--- src/rtl/axil_arbiter_if.sv ---
`default_nettype none
// ============================================================================
//  Module   : AXIL_IF (interface)
//  Purpose  : AXI4-Lite bundle shared by the arbiter's requester and
//             downstream ports. The master modport drives AW/W/AR and the
//             B/R ready signals; the slave modport is the mirror image.
//  Params   : ADDR_WIDTH - address width
//             DATA_WIDTH - data width (STRB_WIDTH = DATA_WIDTH/8)
//  Revision : 1.0 - initial release
// ============================================================================
interface AXIL_IF #(
  parameter int ADDR_WIDTH = 32,
  parameter int DATA_WIDTH = 32
);
  localparam int STRB_WIDTH = DATA_WIDTH / 8;

  logic                  awvalid;
  logic                  awready;
  logic [ADDR_WIDTH-1:0] awaddr;
  logic [2:0]            awprot;
  logic                  wvalid;
  logic                  wready;
  logic [DATA_WIDTH-1:0] wdata;
  logic [STRB_WIDTH-1:0] wstrb;
  logic                  bvalid;
  logic                  bready;
  logic [1:0]            bresp;
  logic                  arvalid;
  logic                  arready;
  logic [ADDR_WIDTH-1:0] araddr;
  logic [2:0]            arprot;
  logic                  rvalid;
  logic                  rready;
  logic [DATA_WIDTH-1:0] rdata;
  logic [1:0]            rresp;

  modport master (
    output awvalid, awaddr, awprot, wvalid, wdata, wstrb, bready,
           arvalid, araddr, arprot, rready,
    input  awready, wready, bvalid, bresp, arready, rvalid, rdata, rresp
  );

  modport slave (
    input  awvalid, awaddr, awprot, wvalid, wdata, wstrb, bready,
           arvalid, araddr, arprot, rready,
    output awready, wready, bvalid, bresp, arready, rvalid, rdata, rresp
  );
endinterface
`default_nettype wire

--- src/rtl/axil_arbiter.sv ---
`default_nettype none
// ============================================================================
//  Module   : axil_arbiter
//  Purpose  : Two-requester AXI4-Lite arbiter onto one downstream register
//             bus. Four request slots (S0W, S0R, S1W, S1R) are served
//             round-robin with a single transaction outstanding downstream.
//  Ports    : clk        - clock, rising edge
//             reset      - synchronous active-high reset
//             s0_axil_if - requester 0 (slave modport)
//             s1_axil_if - requester 1 (slave modport)
//             m_axil_if  - shared downstream bus (master modport)
//  Config   : AXIL_ARBITER_ADDR_CHECK_EN - when defined, granted addresses
//             outside (addr & ADDR_MASK) == ADDR_BASE are answered locally
//             with DECERR and never reach m_axil_if.
//  Revision : 1.0 - initial release
// ============================================================================
module axil_arbiter #(
  parameter int                    ADDR_WIDTH = 32,
  parameter int                    DATA_WIDTH = 32,
  parameter logic [ADDR_WIDTH-1:0] ADDR_BASE  = '0,
  parameter logic [ADDR_WIDTH-1:0] ADDR_MASK  = '0
) (
  input logic    clk,
  input logic    reset,
  AXIL_IF.slave  s0_axil_if,
  AXIL_IF.slave  s1_axil_if,
  AXIL_IF.master m_axil_if
);
  localparam int STRB_WIDTH = DATA_WIDTH / 8;

  typedef enum logic [2:0] {
    IDLE         = 3'd0,
    WR_ADDR_DATA = 3'd1,
    WR_RESP      = 3'd2,
    RD_ADDR      = 3'd3,
    RD_RESP      = 3'd4
  } state_t;

  state_t     r_state, w_state_next;
  logic [1:0] r_ptr;       // round-robin pointer (slot index)
  logic [1:0] r_grant;     // granted slot: bit1 = port, bit0 = read
  logic       r_aw_done;
  logic       r_w_done;

  logic [3:0] w_req;
  logic [1:0] w_pick;
  logic [1:0] w_idx;
  logic       w_pick_vld;
  logic       w_aw_hs;
  logic       w_w_hs;
  logic       w_resp_done;
  logic       w_dec_err;

  // Granted requester's view (muxed in) and the responses going back to it.
  logic                  w_g_awvalid, w_g_wvalid, w_g_bready, w_g_arvalid, w_g_rready;
  logic [ADDR_WIDTH-1:0] w_g_awaddr, w_g_araddr;
  logic [2:0]            w_g_awprot, w_g_arprot;
  logic [DATA_WIDTH-1:0] w_g_wdata;
  logic [STRB_WIDTH-1:0] w_g_wstrb;
  logic                  w_awready, w_wready, w_bvalid, w_arready, w_rvalid;
  logic [1:0]            w_bresp, w_rresp;
  logic [DATA_WIDTH-1:0] w_rdata;

  assign w_req = {s1_axil_if.arvalid, s1_axil_if.awvalid,
                  s0_axil_if.arvalid, s0_axil_if.awvalid};

  // First asserted slot at or after the pointer: scan the farthest offset
  // first so the nearest hit overwrites it.
  always_comb begin
    w_pick     = r_ptr;
    w_pick_vld = 1'b0;
    w_idx      = r_ptr;
    for (int i = 3; i >= 0; i--) begin
      w_idx = r_ptr + 2'(i);
      if (w_req[w_idx]) begin
        w_pick     = w_idx;
        w_pick_vld = 1'b1;
      end
    end
  end

`ifdef AXIL_ARBITER_ADDR_CHECK_EN
  logic                  r_dec_err;
  logic [ADDR_WIDTH-1:0] w_pick_addr;

  always_comb begin
    case (w_pick)
      2'd0:    w_pick_addr = s0_axil_if.awaddr;
      2'd1:    w_pick_addr = s0_axil_if.araddr;
      2'd2:    w_pick_addr = s1_axil_if.awaddr;
      default: w_pick_addr = s1_axil_if.araddr;
    endcase
  end

  // Window decision is taken once at grant time and held for the transaction.
  always_ff @(posedge clk) begin
    if (reset) begin
      r_dec_err <= 1'b0;
    end else if (r_state == IDLE && w_pick_vld) begin
      r_dec_err <= (w_pick_addr & ADDR_MASK) != ADDR_BASE;
    end
  end

  assign w_dec_err = r_dec_err;
`else
  assign w_dec_err = 1'b0;
`endif

  // Mux the granted requester's request-side signals.
  always_comb begin
    if (r_grant[1]) begin
      w_g_awvalid = s1_axil_if.awvalid;
      w_g_awaddr  = s1_axil_if.awaddr;
      w_g_awprot  = s1_axil_if.awprot;
      w_g_wvalid  = s1_axil_if.wvalid;
      w_g_wdata   = s1_axil_if.wdata;
      w_g_wstrb   = s1_axil_if.wstrb;
      w_g_bready  = s1_axil_if.bready;
      w_g_arvalid = s1_axil_if.arvalid;
      w_g_araddr  = s1_axil_if.araddr;
      w_g_arprot  = s1_axil_if.arprot;
      w_g_rready  = s1_axil_if.rready;
    end else begin
      w_g_awvalid = s0_axil_if.awvalid;
      w_g_awaddr  = s0_axil_if.awaddr;
      w_g_awprot  = s0_axil_if.awprot;
      w_g_wvalid  = s0_axil_if.wvalid;
      w_g_wdata   = s0_axil_if.wdata;
      w_g_wstrb   = s0_axil_if.wstrb;
      w_g_bready  = s0_axil_if.bready;
      w_g_arvalid = s0_axil_if.arvalid;
      w_g_araddr  = s0_axil_if.araddr;
      w_g_arprot  = s0_axil_if.arprot;
      w_g_rready  = s0_axil_if.rready;
    end
  end

  // Next state and all outputs. Everything defaults to 0 so that idle,
  // reset and non-granted ports present a quiet bus.
  always_comb begin
    w_state_next        = r_state;
    w_aw_hs             = 1'b0;
    w_w_hs              = 1'b0;
    w_resp_done         = 1'b0;
    w_awready           = 1'b0;
    w_wready            = 1'b0;
    w_bvalid            = 1'b0;
    w_bresp             = 2'b00;
    w_arready           = 1'b0;
    w_rvalid            = 1'b0;
    w_rdata             = '0;
    w_rresp             = 2'b00;
    m_axil_if.awvalid   = 1'b0;
    m_axil_if.awaddr    = '0;
    m_axil_if.awprot    = 3'b000;
    m_axil_if.wvalid    = 1'b0;
    m_axil_if.wdata     = '0;
    m_axil_if.wstrb     = '0;
    m_axil_if.bready    = 1'b0;
    m_axil_if.arvalid   = 1'b0;
    m_axil_if.araddr    = '0;
    m_axil_if.arprot    = 3'b000;
    m_axil_if.rready    = 1'b0;

    if (!reset) begin
      case (r_state)
        IDLE: begin
          if (w_pick_vld) begin
            w_state_next = w_pick[0] ? RD_ADDR : WR_ADDR_DATA;
          end
        end

        WR_ADDR_DATA: begin
          if (!w_dec_err) begin
            // A channel that already handshook is masked in both directions.
            m_axil_if.awvalid = w_g_awvalid & ~r_aw_done;
            m_axil_if.awaddr  = w_g_awaddr;
            m_axil_if.awprot  = w_g_awprot;
            m_axil_if.wvalid  = w_g_wvalid & ~r_w_done;
            m_axil_if.wdata   = w_g_wdata;
            m_axil_if.wstrb   = w_g_wstrb;
            w_awready         = m_axil_if.awready & ~r_aw_done;
            w_wready          = m_axil_if.wready & ~r_w_done;
          end else begin
            w_awready = ~r_aw_done;
            w_wready  = ~r_w_done;
          end
          w_aw_hs = w_g_awvalid & w_awready;
          w_w_hs  = w_g_wvalid & w_wready;
          if ((r_aw_done | w_aw_hs) && (r_w_done | w_w_hs)) begin
            w_state_next = WR_RESP;
          end
        end

        WR_RESP: begin
          if (!w_dec_err) begin
            w_bvalid         = m_axil_if.bvalid;
            w_bresp          = m_axil_if.bresp;
            m_axil_if.bready = w_g_bready;
          end else begin
            w_bvalid = 1'b1;
            w_bresp  = 2'b11;
          end
          if (w_bvalid && w_g_bready) begin
            w_resp_done  = 1'b1;
            w_state_next = IDLE;
          end
        end

        RD_ADDR: begin
          if (!w_dec_err) begin
            m_axil_if.arvalid = w_g_arvalid;
            m_axil_if.araddr  = w_g_araddr;
            m_axil_if.arprot  = w_g_arprot;
            w_arready         = m_axil_if.arready;
          end else begin
            w_arready = 1'b1;
          end
          if (w_g_arvalid && w_arready) begin
            w_state_next = RD_RESP;
          end
        end

        RD_RESP: begin
          if (!w_dec_err) begin
            w_rvalid         = m_axil_if.rvalid;
            w_rdata          = m_axil_if.rdata;
            w_rresp          = m_axil_if.rresp;
            m_axil_if.rready = w_g_rready;
          end else begin
            w_rvalid = 1'b1;
            w_rresp  = 2'b11;
          end
          if (w_rvalid && w_g_rready) begin
            w_resp_done  = 1'b1;
            w_state_next = IDLE;
          end
        end

        default: w_state_next = IDLE;
      endcase
    end

    // Responses reach only the granted port; the other one sees zeros.
    s0_axil_if.awready = r_grant[1] ? 1'b0  : w_awready;
    s0_axil_if.wready  = r_grant[1] ? 1'b0  : w_wready;
    s0_axil_if.bvalid  = r_grant[1] ? 1'b0  : w_bvalid;
    s0_axil_if.bresp   = r_grant[1] ? 2'b00 : w_bresp;
    s0_axil_if.arready = r_grant[1] ? 1'b0  : w_arready;
    s0_axil_if.rvalid  = r_grant[1] ? 1'b0  : w_rvalid;
    s0_axil_if.rdata   = r_grant[1] ? '0    : w_rdata;
    s0_axil_if.rresp   = r_grant[1] ? 2'b00 : w_rresp;
    s1_axil_if.awready = r_grant[1] ? w_awready : 1'b0;
    s1_axil_if.wready  = r_grant[1] ? w_wready  : 1'b0;
    s1_axil_if.bvalid  = r_grant[1] ? w_bvalid  : 1'b0;
    s1_axil_if.bresp   = r_grant[1] ? w_bresp   : 2'b00;
    s1_axil_if.arready = r_grant[1] ? w_arready : 1'b0;
    s1_axil_if.rvalid  = r_grant[1] ? w_rvalid  : 1'b0;
    s1_axil_if.rdata   = r_grant[1] ? w_rdata   : '0;
    s1_axil_if.rresp   = r_grant[1] ? w_rresp   : 2'b00;
  end

  always_ff @(posedge clk) begin
    if (reset) begin
      r_state   <= IDLE;
      r_ptr     <= 2'd0;
      r_grant   <= 2'd0;
      r_aw_done <= 1'b0;
      r_w_done  <= 1'b0;
    end else begin
      r_state <= w_state_next;
      if (r_state == IDLE && w_pick_vld) begin
        r_grant <= w_pick;
      end
      // Done flags live only while collecting AW/W; cleared on exit.
      if (r_state == WR_ADDR_DATA && w_state_next == WR_ADDR_DATA) begin
        r_aw_done <= r_aw_done | w_aw_hs;
        r_w_done  <= r_w_done | w_w_hs;
      end else begin
        r_aw_done <= 1'b0;
        r_w_done  <= 1'b0;
      end
      if (w_resp_done) begin
        r_ptr <= r_grant + 2'd1;
      end
    end
  end

endmodule
`default_nettype wire
--- src/flat_wrapper.sv ---
// flat-port wrapper written by rule: the top's interface ports become plain ports
module axil_arbiter_flat 
#(
  parameter int                    ADDR_WIDTH = 32,
  parameter int                    DATA_WIDTH = 32,
  parameter logic [ADDR_WIDTH-1:0] ADDR_BASE  = '0,
  parameter logic [ADDR_WIDTH-1:0] ADDR_MASK  = '0
)
  (clk, reset, s0_axil_if_awvalid, s0_axil_if_awaddr, s0_axil_if_awprot, s0_axil_if_wvalid, s0_axil_if_wdata, s0_axil_if_wstrb, s0_axil_if_bready, s0_axil_if_arvalid, s0_axil_if_araddr, s0_axil_if_arprot, s0_axil_if_rready, s0_axil_if_awready, s0_axil_if_wready, s0_axil_if_bvalid, s0_axil_if_bresp, s0_axil_if_arready, s0_axil_if_rvalid, s0_axil_if_rdata, s0_axil_if_rresp, s1_axil_if_awvalid, s1_axil_if_awaddr, s1_axil_if_awprot, s1_axil_if_wvalid, s1_axil_if_wdata, s1_axil_if_wstrb, s1_axil_if_bready, s1_axil_if_arvalid, s1_axil_if_araddr, s1_axil_if_arprot, s1_axil_if_rready, s1_axil_if_awready, s1_axil_if_wready, s1_axil_if_bvalid, s1_axil_if_bresp, s1_axil_if_arready, s1_axil_if_rvalid, s1_axil_if_rdata, s1_axil_if_rresp, m_axil_if_awvalid, m_axil_if_awaddr, m_axil_if_awprot, m_axil_if_wvalid, m_axil_if_wdata, m_axil_if_wstrb, m_axil_if_bready, m_axil_if_arvalid, m_axil_if_araddr, m_axil_if_arprot, m_axil_if_rready, m_axil_if_awready, m_axil_if_wready, m_axil_if_bvalid, m_axil_if_bresp, m_axil_if_arready, m_axil_if_rvalid, m_axil_if_rdata, m_axil_if_rresp);
  AXIL_IF #(.ADDR_WIDTH(ADDR_WIDTH), .DATA_WIDTH(DATA_WIDTH)) s0_axil_if_i ();
  AXIL_IF #(.ADDR_WIDTH(ADDR_WIDTH), .DATA_WIDTH(DATA_WIDTH)) s1_axil_if_i ();
  AXIL_IF #(.ADDR_WIDTH(ADDR_WIDTH), .DATA_WIDTH(DATA_WIDTH)) m_axil_if_i ();
  input logic clk;
  input logic reset;
  input wire logic [$bits(s0_axil_if_i.awvalid)-1:0] s0_axil_if_awvalid;
  input wire logic [$bits(s0_axil_if_i.awaddr)-1:0] s0_axil_if_awaddr;
  input wire logic [$bits(s0_axil_if_i.awprot)-1:0] s0_axil_if_awprot;
  input wire logic [$bits(s0_axil_if_i.wvalid)-1:0] s0_axil_if_wvalid;
  input wire logic [$bits(s0_axil_if_i.wdata)-1:0] s0_axil_if_wdata;
  input wire logic [$bits(s0_axil_if_i.wstrb)-1:0] s0_axil_if_wstrb;
  input wire logic [$bits(s0_axil_if_i.bready)-1:0] s0_axil_if_bready;
  input wire logic [$bits(s0_axil_if_i.arvalid)-1:0] s0_axil_if_arvalid;
  input wire logic [$bits(s0_axil_if_i.araddr)-1:0] s0_axil_if_araddr;
  input wire logic [$bits(s0_axil_if_i.arprot)-1:0] s0_axil_if_arprot;
  input wire logic [$bits(s0_axil_if_i.rready)-1:0] s0_axil_if_rready;
  output wire logic [$bits(s0_axil_if_i.awready)-1:0] s0_axil_if_awready;
  output wire logic [$bits(s0_axil_if_i.wready)-1:0] s0_axil_if_wready;
  output wire logic [$bits(s0_axil_if_i.bvalid)-1:0] s0_axil_if_bvalid;
  output wire logic [$bits(s0_axil_if_i.bresp)-1:0] s0_axil_if_bresp;
  output wire logic [$bits(s0_axil_if_i.arready)-1:0] s0_axil_if_arready;
  output wire logic [$bits(s0_axil_if_i.rvalid)-1:0] s0_axil_if_rvalid;
  output wire logic [$bits(s0_axil_if_i.rdata)-1:0] s0_axil_if_rdata;
  output wire logic [$bits(s0_axil_if_i.rresp)-1:0] s0_axil_if_rresp;
  input wire logic [$bits(s1_axil_if_i.awvalid)-1:0] s1_axil_if_awvalid;
  input wire logic [$bits(s1_axil_if_i.awaddr)-1:0] s1_axil_if_awaddr;
  input wire logic [$bits(s1_axil_if_i.awprot)-1:0] s1_axil_if_awprot;
  input wire logic [$bits(s1_axil_if_i.wvalid)-1:0] s1_axil_if_wvalid;
  input wire logic [$bits(s1_axil_if_i.wdata)-1:0] s1_axil_if_wdata;
  input wire logic [$bits(s1_axil_if_i.wstrb)-1:0] s1_axil_if_wstrb;
  input wire logic [$bits(s1_axil_if_i.bready)-1:0] s1_axil_if_bready;
  input wire logic [$bits(s1_axil_if_i.arvalid)-1:0] s1_axil_if_arvalid;
  input wire logic [$bits(s1_axil_if_i.araddr)-1:0] s1_axil_if_araddr;
  input wire logic [$bits(s1_axil_if_i.arprot)-1:0] s1_axil_if_arprot;
  input wire logic [$bits(s1_axil_if_i.rready)-1:0] s1_axil_if_rready;
  output wire logic [$bits(s1_axil_if_i.awready)-1:0] s1_axil_if_awready;
  output wire logic [$bits(s1_axil_if_i.wready)-1:0] s1_axil_if_wready;
  output wire logic [$bits(s1_axil_if_i.bvalid)-1:0] s1_axil_if_bvalid;
  output wire logic [$bits(s1_axil_if_i.bresp)-1:0] s1_axil_if_bresp;
  output wire logic [$bits(s1_axil_if_i.arready)-1:0] s1_axil_if_arready;
  output wire logic [$bits(s1_axil_if_i.rvalid)-1:0] s1_axil_if_rvalid;
  output wire logic [$bits(s1_axil_if_i.rdata)-1:0] s1_axil_if_rdata;
  output wire logic [$bits(s1_axil_if_i.rresp)-1:0] s1_axil_if_rresp;
  output wire logic [$bits(m_axil_if_i.awvalid)-1:0] m_axil_if_awvalid;
  output wire logic [$bits(m_axil_if_i.awaddr)-1:0] m_axil_if_awaddr;
  output wire logic [$bits(m_axil_if_i.awprot)-1:0] m_axil_if_awprot;
  output wire logic [$bits(m_axil_if_i.wvalid)-1:0] m_axil_if_wvalid;
  output wire logic [$bits(m_axil_if_i.wdata)-1:0] m_axil_if_wdata;
  output wire logic [$bits(m_axil_if_i.wstrb)-1:0] m_axil_if_wstrb;
  output wire logic [$bits(m_axil_if_i.bready)-1:0] m_axil_if_bready;
  output wire logic [$bits(m_axil_if_i.arvalid)-1:0] m_axil_if_arvalid;
  output wire logic [$bits(m_axil_if_i.araddr)-1:0] m_axil_if_araddr;
  output wire logic [$bits(m_axil_if_i.arprot)-1:0] m_axil_if_arprot;
  output wire logic [$bits(m_axil_if_i.rready)-1:0] m_axil_if_rready;
  input wire logic [$bits(m_axil_if_i.awready)-1:0] m_axil_if_awready;
  input wire logic [$bits(m_axil_if_i.wready)-1:0] m_axil_if_wready;
  input wire logic [$bits(m_axil_if_i.bvalid)-1:0] m_axil_if_bvalid;
  input wire logic [$bits(m_axil_if_i.bresp)-1:0] m_axil_if_bresp;
  input wire logic [$bits(m_axil_if_i.arready)-1:0] m_axil_if_arready;
  input wire logic [$bits(m_axil_if_i.rvalid)-1:0] m_axil_if_rvalid;
  input wire logic [$bits(m_axil_if_i.rdata)-1:0] m_axil_if_rdata;
  input wire logic [$bits(m_axil_if_i.rresp)-1:0] m_axil_if_rresp;
  assign s0_axil_if_i.awvalid = s0_axil_if_awvalid;
  assign s0_axil_if_i.awaddr = s0_axil_if_awaddr;
  assign s0_axil_if_i.awprot = s0_axil_if_awprot;
  assign s0_axil_if_i.wvalid = s0_axil_if_wvalid;
  assign s0_axil_if_i.wdata = s0_axil_if_wdata;
  assign s0_axil_if_i.wstrb = s0_axil_if_wstrb;
  assign s0_axil_if_i.bready = s0_axil_if_bready;
  assign s0_axil_if_i.arvalid = s0_axil_if_arvalid;
  assign s0_axil_if_i.araddr = s0_axil_if_araddr;
  assign s0_axil_if_i.arprot = s0_axil_if_arprot;
  assign s0_axil_if_i.rready = s0_axil_if_rready;
  assign s0_axil_if_awready = s0_axil_if_i.awready;
  assign s0_axil_if_wready = s0_axil_if_i.wready;
  assign s0_axil_if_bvalid = s0_axil_if_i.bvalid;
  assign s0_axil_if_bresp = s0_axil_if_i.bresp;
  assign s0_axil_if_arready = s0_axil_if_i.arready;
  assign s0_axil_if_rvalid = s0_axil_if_i.rvalid;
  assign s0_axil_if_rdata = s0_axil_if_i.rdata;
  assign s0_axil_if_rresp = s0_axil_if_i.rresp;
  assign s1_axil_if_i.awvalid = s1_axil_if_awvalid;
  assign s1_axil_if_i.awaddr = s1_axil_if_awaddr;
  assign s1_axil_if_i.awprot = s1_axil_if_awprot;
  assign s1_axil_if_i.wvalid = s1_axil_if_wvalid;
  assign s1_axil_if_i.wdata = s1_axil_if_wdata;
  assign s1_axil_if_i.wstrb = s1_axil_if_wstrb;
  assign s1_axil_if_i.bready = s1_axil_if_bready;
  assign s1_axil_if_i.arvalid = s1_axil_if_arvalid;
  assign s1_axil_if_i.araddr = s1_axil_if_araddr;
  assign s1_axil_if_i.arprot = s1_axil_if_arprot;
  assign s1_axil_if_i.rready = s1_axil_if_rready;
  assign s1_axil_if_awready = s1_axil_if_i.awready;
  assign s1_axil_if_wready = s1_axil_if_i.wready;
  assign s1_axil_if_bvalid = s1_axil_if_i.bvalid;
  assign s1_axil_if_bresp = s1_axil_if_i.bresp;
  assign s1_axil_if_arready = s1_axil_if_i.arready;
  assign s1_axil_if_rvalid = s1_axil_if_i.rvalid;
  assign s1_axil_if_rdata = s1_axil_if_i.rdata;
  assign s1_axil_if_rresp = s1_axil_if_i.rresp;
  assign m_axil_if_awvalid = m_axil_if_i.awvalid;
  assign m_axil_if_awaddr = m_axil_if_i.awaddr;
  assign m_axil_if_awprot = m_axil_if_i.awprot;
  assign m_axil_if_wvalid = m_axil_if_i.wvalid;
  assign m_axil_if_wdata = m_axil_if_i.wdata;
  assign m_axil_if_wstrb = m_axil_if_i.wstrb;
  assign m_axil_if_bready = m_axil_if_i.bready;
  assign m_axil_if_arvalid = m_axil_if_i.arvalid;
  assign m_axil_if_araddr = m_axil_if_i.araddr;
  assign m_axil_if_arprot = m_axil_if_i.arprot;
  assign m_axil_if_rready = m_axil_if_i.rready;
  assign m_axil_if_i.awready = m_axil_if_awready;
  assign m_axil_if_i.wready = m_axil_if_wready;
  assign m_axil_if_i.bvalid = m_axil_if_bvalid;
  assign m_axil_if_i.bresp = m_axil_if_bresp;
  assign m_axil_if_i.arready = m_axil_if_arready;
  assign m_axil_if_i.rvalid = m_axil_if_rvalid;
  assign m_axil_if_i.rdata = m_axil_if_rdata;
  assign m_axil_if_i.rresp = m_axil_if_rresp;
  axil_arbiter #(.ADDR_WIDTH(ADDR_WIDTH), .DATA_WIDTH(DATA_WIDTH), .ADDR_BASE(ADDR_BASE), .ADDR_MASK(ADDR_MASK)) u_core (.clk(clk), .reset(reset), .s0_axil_if(s0_axil_if_i), .s1_axil_if(s1_axil_if_i), .m_axil_if(m_axil_if_i));
endmodule
--- config.mk ---
export PLATFORM = sky130hd
export DESIGN_NAME = axil_arbiter_flat
export DESIGN_NICKNAME = d
export VERILOG_FILES = /design/src/rtl/axil_arbiter_if.sv /design/src/rtl/axil_arbiter.sv /design/src/flat_wrapper.sv
export SDC_FILE = /design/constraint.sdc
export NUM_CORES = 1
export LEC_CHECK = 0
export ABC_CLOCK_PERIOD_IN_PS = 1900
export BUFFER_PORTS_ARGS = -buffer_cell sky130_fd_sc_hd__buf_2
export CORE_AREA = 5 5 175 177
export DETAILED_ROUTE_END_ITERATION = 16
export DIE_AREA = 0 0 180 182
export HOLD_SLACK_MARGIN = 0.03
export PLACE_DENSITY = 0.35
export SLEW_MARGIN = 5
export SYNTH_ARGS = -nofsm -noshare
export SYNTH_HDL_FRONTEND = slang
export SYNTH_SLANG_ARGS = --single-unit
--- constraint.sdc ---
create_clock -name clk -period 1.9 [get_ports clk]
set_input_delay 0 -clock clk [delete_from_list [all_inputs] [get_ports clk]]
set_output_delay 0 -clock clk [all_outputs]
set_load 0.02 [all_outputs]
==> results of run 1 <==
==> cell type report <==
| cell class | instances | area [µm²] | share of cell area [%] |
|---|---|---|---|
| inverters | 7 | 26.3 | 0.461 |
| clock buffers | 4 | 78.8 | 1.38 |
| multi-input cells | 364 | 2470 | 43.3 |
| repair buffers | 469 | 2450 | 43.0 |
| well taps | 390 | 488 | 8.56 |
| flip-flops and latches | 9 | 186 | 3.27 |
==> repair_timing <==
| action | CTS | global route |
|---|---|---|
| resized for setup | 0 | 2 |
| endpoints found under the setup margin | 0 | 17 |
| setup buffers | 0 | 0 |
==> layer usage <==
layer	up-vias	track usage [%]	part of all wire, %
li1	2277	-	-
met1	1922	10.3	36
met2	289	19.8	53
met3	16	2.42	9.1
met4	0	1.74	1.6
met5	-	0	0
==> power by group through the flow <==
stage / Sequential (mW) / Combinational (mW) / Clock [mW]
after global routing: 0.257 / 1.72 / 0.391
final: 0.252 / 1.57 / 0.374
after CTS: 0.252 / 1.60 / 0.380
after detailed placement: 0.255 / 1.59 / 0
after floorplan: 0.224 / 1.01 / 0
after global placement: 0.254 / 1.59 / 0
==> how the worst max path moves through the flow <==
stage | startpoint | to | cells past startpoint
floorplan | u_core.r_state[2]$_SDFF_PP0_ | s0_axil_if_awready | 5
global placement | u_core.r_grant[1]$_SDFFE_PP0P_ | m_axil_if_awprot[1] | 4
detailed placement | u_core.r_state[2]$_SDFF_PP0_ | m_axil_if_awaddr[22] | 6
CTS | u_core.r_state[1]$_SDFF_PP0_ | m_axil_if_awaddr[22] | 6
global route | u_core.r_grant[1]$_SDFFE_PP0P_ | m_axil_if_awprot[1] | 4
finish | u_core.r_grant[1]$_SDFFE_PP0P_ | m_axil_if_awprot[1] | 4
==> sequential cells by signal, indices dropped and copies added, names as in the netlist <==
register          flops
u_core.r_aw_done      1
u_core.r_state        3
u_core.r_ptr          2
u_core.r_w_done       1
u_core.r_grant        2
==> stage by stage <==
| stage | std cells | worst slack, ns | area (µm²) | total power [mW] |
|---|---|---|---|---|
| floorplan | 414 | 0.339 | 2860 | 1.24 |
| global placement | 1239 | 0.364 | 5620 | 1.85 |
| detailed placement | 1239 | 0.352 | 5620 | 1.85 |
| CTS | 1243 | 0.0993 | 5700 | 2.23 |
| global route | 1243 | 0.0327 | 5700 | 2.36 |
| finish | 1243 | 0.126 | 5700 | 2.19 |
==> placed cells by master (no fill, tap or decap), types with 3 or more instances in the layout <==
cell,Yosys,layout
nand3_1,3,3
and2_1,71,71
mux2i_1,108,108
o21ai_0,4,4
nor2b_1,5,5
dfxtp_1,9,6
inv_1,7,7
buf_2,8,457
and3_1,8,8
buf_12,0,6
a21oi_1,5,5
nand2b_1,3,3
nor4_1,5,5
nor3_1,3,3
a211oi_1,6,6
buf_4,8,6
clkbuf_16,0,3
nor2_2,4,4
nor2_1,112,112
==> worst max-delay path: cells and delay by family, from the launching register on <==
kind,cells,cell delay (ns)
simple gates,1,0.21
mux,1,0.14
buf+inv,2,0.60
flops,1,0.47
==> logic make-up after synthesis <==
kind of cell           Yosys count  synth area share, %
XOR/XNOR                         1                0.307
flip-flops                       9                 6.30
buffers and inverters           41                 7.31
multiplexers                   111                 39.3
AO/OA/AOI/OAI                   24                 5.78
AND/OR/NAND/NOR                228                 41.0
==> impl_metrics.csv, run 1 <==
group,metric,value,unit
outcome,status,"finished, final reports clean",
yosys,syn_area,2860,µm²
clocking,numCtsBuffers,3,
sta,finalClockSkew,0.00198,ns
pwr,switching_share,45.0,%
floorplanning,dieArea,32800,µm²
critical_path,timing.rr.start,"u_core.r_grant[1]$_SDFFE_PP0P_",
global_route,grt_usage,9.83,%
cells_and_area,drive_gt1_share,57.2,%
critical_path,worst-setup-path-type,"reg -> out",
global_route,grt_pass1_wl,26.3,mm
sta,setup_tns,0,ns
clocking,clk_latency,0.23,ns
drt,vias_per_cell,3.62,
critical_path,path_cells,"buf_12 > mux2i_1 > nor2_1 > buf_2",
yosys,synthDistinctLibCells,41,
yosys,synth_edf_count,0,
pwr,pwr-share-seq,11.5,%
cells_and_area,syn_to_final_growth,99.6,%
global_route,gr-total-overflow,0,
worst_hold_path,min_to,"u_core.r_state[2]$_SDFF_PP0_",
critical_path,required,1.90,ns
yosys,yosys.area.top_type_share,37.8,%
yosys,async_flop_share,0,%
drt,firstDrtPassIters,4,
critical_path,reg2reg_to,"u_core.r_w_done$_SDFF_PP0_",
critical_path,cpMaxStageDelayCell,"dfxtp_4",
sta,tightest_slew,0.533,ns
sta,holdWs,0.0698,ns
drt,dr.first_iter.drc_count,116,
floorplanning,start_util,9.82,%
flow_run,maxCapViolCount,0,
global_route,grt_max_degree,70,
yosys,synth.area.top_cells,"mux2i_1, and2_1, nor2_1, dfxtp_1, buf_4",
clocking,postCtsHoldBufs,0,
yosys,synth_ff_type,"dfxtp_1",
pwr,powerDensity,385,nW/µm²
worst_hold_path,hold_path_class,"in -> reg",
clocking,clk_pin_slew_worst_paths,0.04,ns
drt,wl_per_cell,14.3,µm
critical_path,startpoint_type,"flop",
placed_design,io_buffers,457,
pwr,p_clk_share,17.0,%
clocking,root_buffer,"clkbuf_16",
global_route,grt_pass1_vias,4696,
pwr,peakVddDrop,0.328,mV
sta,slew_headroom,64.5,%
sta,finalMaxSlewViolations,0,
critical_path,r2r_cells,4,
drt,drc,0,
clocking,cts_tree,"yes",
placed_design,hpwl,15.7,mm
worst_hold_path,min-delay-start,"reset",
sta,rsz0062_at_grt,"false",
sta,fin_crit_sh,93.4,%
cells_and_area,antenna_cells,0,
global_route,antenna_found_initial,0,
clocking,cts_sinks,9,
yosys,avgSynthCellArea,6.90,µm²
yosys,synth_cells,414,
floorplanning,die_h,182,µm
critical_path,end_kind,"output port",
clocking,clockBufferDepth,2,
yosys,synth_top_area_cell,"mux2i_1",
clocking,htreeDepth,1,
placed_design,gp_congestion,0.858,
critical_path,crit_fanout,69,
pwr,switching_power,987,µW
yosys,yosysWarnings,0,
pwr,power_leakage,3.24,nW
drt,antenna_left,0,
critical_path,slowest_delay,0.47,ns
pwr,comb_power_share,71.5,%
sta,min_period,1.77,ns
critical_path,rrSetupSlack,0.38,ns
floorplanning,num_rows,63,
worst_hold_path,hold_path_depth,2,
pwr,p_int,1.21,mW
floorplanning,core,29100,µm²
floorplanning,die_x,180,µm
cells_and_area,fill_cells,3327,
yosys,ys_ff_latch,9,
critical_path,arrival,1.77,ns
sta,setup_viol,0,
cells_and_area,nets,1119,
cells_and_area,post-route-util,19.6,%
floorplanning,ios,458,
yosys,yosysMostFrequentCell,"nor2_1",
yosys,synth_nets,679,
yosys,synth_seq_area_share,6.30,%
drt,drt-total-wl,17.7,mm
drt,vias,4504,
yosys,synth_common_cells,"nor2_1, mux2i_1, and2_1",
sta,max_freq,564,MHz
sta,hold_viol_final,0,
(Power assumes the default switching activity.)
==> run 2, diff against run 1 <==
==> constraint.sdc (replaced) <==
create_clock -name clk -period 1.9 [get_ports clk]
set_input_delay 0 -clock clk [delete_from_list [all_inputs] [get_ports clk]]
set_output_delay 0 -clock clk [all_outputs]
set_load 0.1 [all_outputs]
==> impl_metrics.csv, run 2 (synthesized netlist as in run 1, its figures left out) <==
group,metric,value,unit
outcome,status,"finished, final reports clean",
critical_path,timing.rr.start,"u_core.r_grant[1]$_SDFFE_PP0P_",
critical_path,rrSetupSlack,0.21,ns
pwr,peakVddDrop,0.263,mV
global_route,grt_pass1_vias,4534,
sta,hold_viol_final,0,
pwr,power_leakage,3.86,nW
sta,fin_crit_sh,93.1,%
placed_design,gp_congestion,0.801,
drt,firstDrtPassIters,5,
drt,drt-total-wl,20.3,mm
drt,antenna_left,0,
cells_and_area,syn_to_final_growth,214,%
floorplanning,core,29100,µm²
drt,wl_per_cell,16.2,µm
cells_and_area,stdcell_area,8960,µm²
sta,tightest_slew,0.568,ns
cells_and_area,reg.largest.list,"u_core.r_state (3), u_core.r_grant (2), u_core.r_ptr (2)",
sta,finalMaxSlewViolations,0,
clocking,clk_latency,0.24,ns
sta,slew_headroom,61.8,%
global_route,grt_usage,11.1,%
critical_path,startpoint_type,"flop",
pwr,p_int,1.78,mW
flow_run,maxCapViolCount,0,
sta,setup_viol,0,
clocking,cts_sinks,9,
critical_path,end_kind,"output port",
critical_path,path_cells,"nor2b_2 > nand2_4 > buf_4 > nor4_4 > buf_12",
cells_and_area,layout_common_cells,"buf_2, buf_12, mux2i_1",
floorplanning,die_x,180,µm
clocking,clockBufferDepth,2,
placed_design,hpwl,17.5,mm
global_route,grt_pass1_wl,28.7,mm
critical_path,slowest_delay,0.42,ns
clocking,cts_tree,"yes",
clocking,htreeDepth,1,
drt,vias,4500,
cells_and_area,fill_cells,3040,
cells_and_area,final_common_cell,"buf_2",
cells_and_area,regMostFlops,"u_core.r_state",
worst_hold_path,min-delay-start,"reset",
sta,finalClockSkew,0.00526,ns
cells_and_area,fin_cells,1255,
placed_design,dp.cells,1244,
critical_path,crit_fanout,8,
pwr,comb_power_share,83.6,%
sta,holdWs,0.0652,ns
cells_and_area,post-route-util,30.8,%
worst_hold_path,hold_path_class,"in -> reg",
pwr,switching_share,54.4,%
floorplanning,start_util,9.82,%
pwr,pwr-share-seq,6.9,%
worst_hold_path,min_to,"u_core.r_grant[1]$_SDFFE_PP0P_",
placed_design,io_buffers,457,
sta,setup_tns,0,ns
sta,min_period,1.77,ns
cells_and_area,largest_register_ffs,3,
sta,finalWorstSetupSlack,0.132,ns
floorplanning,die_h,182,µm
cells_and_area,nets,1131,
cells_and_area,drive_gt1_share,62.9,%
critical_path,arrival,1.77,ns
critical_path,reg2reg_to,"u_core.r_state[1]$_SDFF_PP0_",
drt,dr.first_iter.drc_count,133,
critical_path,path_delay_family,"simple AND/OR/NAND/NOR gates",
cells_and_area,antenna_cells,0,
critical_path,crit_buf_inv,2,
floorplanning,num_rows,63,
global_route,gr-total-overflow,0,
sta,rsz0062_at_grt,"false",
clocking,numCtsBuffers,3,
critical_path,r2r_cells,6,
sta,max_freq,566,MHz
pwr,total_power,3.91,mW
clocking,root_buffer,"clkbuf_16",
clocking,clk_pin_slew_worst_paths,0.04,ns
critical_path,cpMaxStageDelayCell,"dfxtp_2",
critical_path,required,1.90,ns
pwr,switching_power,2.13,mW
placed_design,post-place-ws,0.211,ns
floorplanning,ios,458,
drt,drc,0,
pwr,p_clk_share,9.5,%
floorplanning,dieArea,32800,µm²
drt,vias_per_cell,3.59,
pwr,powerDensity,436,nW/µm²
clocking,postCtsHoldBufs,0,
global_route,antenna_found_initial,0,
global_route,grt_max_degree,50,
critical_path,worst-setup-path-type,"reg -> out",
worst_hold_path,hold_path_depth,2,
placed_design,placed_cell_area,8770,µm²
## run 2: changes by cell type in the layout (fill, tap and decap cells not counted), sizes merged
| cell | change |
|---|---|
| clkinv | +1 |
| buf | +10 |
| clkbuf | +1 |
## run 2: worst max path at each step
stage                            startpoint                   end  slack, ns  cells past startpoint
6_report       u_core.r_state[0]$_SDFF_PP0_     s0_axil_if_wready       0.13                      5
5_1_grt        u_core.r_state[0]$_SDFF_PP0_     s0_axil_if_wready       0.03                      5
4_1_cts        u_core.r_state[0]$_SDFF_PP0_     s0_axil_if_wready       0.02                      5
3_5_place_dp   u_core.r_state[0]$_SDFF_PP0_     s0_axil_if_wready       0.21                      5
3_3_place_gp   u_core.r_state[0]$_SDFF_PP0_     s0_axil_if_wready       0.23                      5
2_1_floorplan  u_core.r_state[2]$_SDFF_PP0_  m_axil_if_araddr[10]      -0.37                      5
## run 2: metal layers
layer | global-route usage (%) | share of wire (%) | vias to the layer above
li1 | - | - | 2306
met1 | 13.2 | 39 | 1976
met2 | 20.5 | 54 | 204
met3 | 3.21 | 6.7 | 14
met5 | 0 | 0 | -
met4 | 1.13 | 1.0 | 0
## run 2: area by class of cell
class	count	area, µm²	share of cell area [%]
Clock buffer	3	75.1	0.837
Clock inverter	1	5.00	0.0558
Timing Repair Buffer	481	5470	61.0
Sequential cell	9	186	2.08
Multi-Input combinational cell	364	2710	30.2
Tap cell	390	488	5.44
Inverter	7	26.3	0.293
## run 2: power by group through the flow
stage	combinational [mW]	sequential (mW)	clock [mW]
floorplan	2.03	0.227	0
global placement	3.20	0.272	0
detailed placement	3.20	0.272	0
CTS	3.21	0.269	0.384
global route	3.44	0.273	0.396
finish	3.27	0.268	0.371
## run 2: repair_timing
item	CTS	global route
cloned	0	2
setup endpoints to repair	30	114
buffers inserted	0	5
resized for setup	1	5
==> run 3, diff against run 2 <==
- PLACE_DENSITY: 0.35 -> 0.39
==> impl_metrics.csv, run 3 (synthesized netlist as in run 1, its figures left out) <==
group,metric,value,unit
drt,drc,0,
sta,setup_viol,0,
sta,finalMaxSlewViolations,0,
clocking,postCtsHoldBufs,0,
drt,dr.first_iter.drc_count,133,
drt,wl_per_cell,15.7,µm
placed_design,io_buffers,457,
sta,slew_headroom,66.8,%
placed_design,hpwl,17.5,mm
drt,drt-total-wl,19.6,mm
sta,hold_viol_final,0,
sta,finalWorstSetupSlack,0.0868,ns
critical_path,arrival,1.81,ns
critical_path,crit_fanout,42,
sta,rsz0062_at_grt,"true",
cells_and_area,fin_cells,1247,
drt,firstDrtPassIters,4,
cells_and_area,stdcell_area,8850,µm²
clocking,numCtsBuffers,3,
pwr,peakVddDrop,0.311,mV
cells_and_area,antenna_cells,0,
floorplanning,ios,458,
critical_path,required,1.90,ns
sta,max_freq,551,MHz
sta,setup_tns,0,ns
floorplanning,die_x,180,µm
sta,holdWs,0.0704,ns
floorplanning,start_util,9.82,%
cells_and_area,syn_to_final_growth,210,%
clocking,clockBufferDepth,2,
drt,antenna_left,0,
cells_and_area,final-seq-area,185,µm²
pwr,switching_share,55.1,%
global_route,grt_max_degree,55,
floorplanning,core,29100,µm²
critical_path,startpoint_type,"flop",
clocking,root_buffer,"clkbuf_16",
clocking,cts_sinks,9,
cells_and_area,post-route-util,30.4,%
floorplanning,dieArea,32800,µm²
sta,tightest_slew,0.494,ns
drt,vias_per_cell,3.59,
drt,vias,4479,
floorplanning,num_rows,63,
cells_and_area,largest_register_ffs,3,
global_route,grt_pass1_wl,28.0,mm
flow_run,maxCapViolCount,0,
pwr,pwr-share-seq,6.8,%
clocking,cts_tree,"yes",
cells_and_area,fill_cells,3047,
clocking,htreeDepth,1,
sta,min_period,1.81,ns
cells_and_area,drive_gt1_share,62.3,%
global_route,grt_usage,10.8,%
cells_and_area,nets,1123,
clocking,clk_pin_slew_worst_paths,0.04,ns
outcome,status,"finished, final reports clean",
sta,fin_crit_sh,95.4,%
pwr,powerDensity,430,nW/µm²
critical_path,end_kind,"output port",
floorplanning,die_h,182,µm
pwr,total_power,3.81,mW
placed_design,placed_cell_area,8740,µm²
pwr,p_clk_share,9.8,%
pwr,switching_power,2.10,mW
placed_design,gp_congestion,0.862,
global_route,gr-total-overflow,0,
clocking,clk_latency,0.24,ns
cells_and_area,regMostFlops,"u_core.r_state",
global_route,grt_pass1_vias,4400,
pwr,p_int,1.71,mW
cells_and_area,multiInputGateArea,2700,µm²
worst_hold_path,hold_path_class,"in -> reg",
sta,finalClockSkew,0.00530,ns
critical_path,worst-setup-path-type,"reg -> out",
cells_and_area,reg.largest.list,"u_core.r_state (3), u_core.r_grant (2), u_core.r_ptr (2)",
cells_and_area,layout_common_cells,"buf_2, buf_12, mux2i_1",
pwr,power_leakage,3.80,nW
cells_and_area,final_common_cell,"buf_2",
placed_design,post-place-ws,0.306,ns
placed_design,dp.cells,1242,
global_route,antenna_found_initial,0,
pwr,comb_power_share,83.4,%
run 3: power groups by stage:
| stage | combinational [mW] | sequential, mW | clock (mW) |
|---|---|---|---|
| finish | 3.17 | 0.259 | 0.374 |
| global route | 3.33 | 0.264 | 0.399 |
| CTS | 3.20 | 0.258 | 0.384 |
| detailed placement | 3.20 | 0.260 | 0 |
| global placement | 3.20 | 0.259 | 0 |
| floorplan | 2.03 | 0.227 | 0 |
run 3: timing repair:
action | 4_1_cts | 5_1_grt
buffers inserted | 0 | 1
gates resized for setup | 0 | 4
endpoints found under the setup margin | 0 | 74
run 3: cell type report:
cell class / instances / share of cell area, %
clock buffers: 3 / 0.848
flip-flops and latches: 9 / 2.09
clock inverters: 1 / 0.0566
repair buffers: 473 / 60.6
multi-input cells: 364 / 30.6
well taps: 390 / 5.51
inverters: 7 / 0.297
run 3: final timing paths:
kind	depth (start not counted)	to	start	slack [ns]
max	5	m_axil_if_wdata[29]	u_core.r_state[1]$_SDFF_PP0_	0.09
min	2	u_core.r_state[2]$_SDFF_PP0_	reset	0.07
max reg2reg	4	u_core.r_w_done$_SDFF_PP0_	u_core.r_grant[1]$_SDFFE_PP0P_	0.33
min reg2reg	2	u_core.r_grant[0]$_SDFFE_PP0P_	u_core.r_grant[0]$_SDFFE_PP0P_	0.51
run 3: layer usage:
metal  up-vias  global-route usage [%]  share of wire (%)
met5         -                       0                  0
met4         0                   0.640               0.40
met3         4                    2.60                6.2
met2       178                    20.0                 54
met1      2015                    13.4                 39
li1       2282                       -                  -
run 3: critical path: stages (launching register included):
cell and delay (ns):
dfxtp_1 0.41, nor2b_1 0.29, nand2_4 0.17, buf_12 0.21, nor2_1 0.23, buf_12 0.21
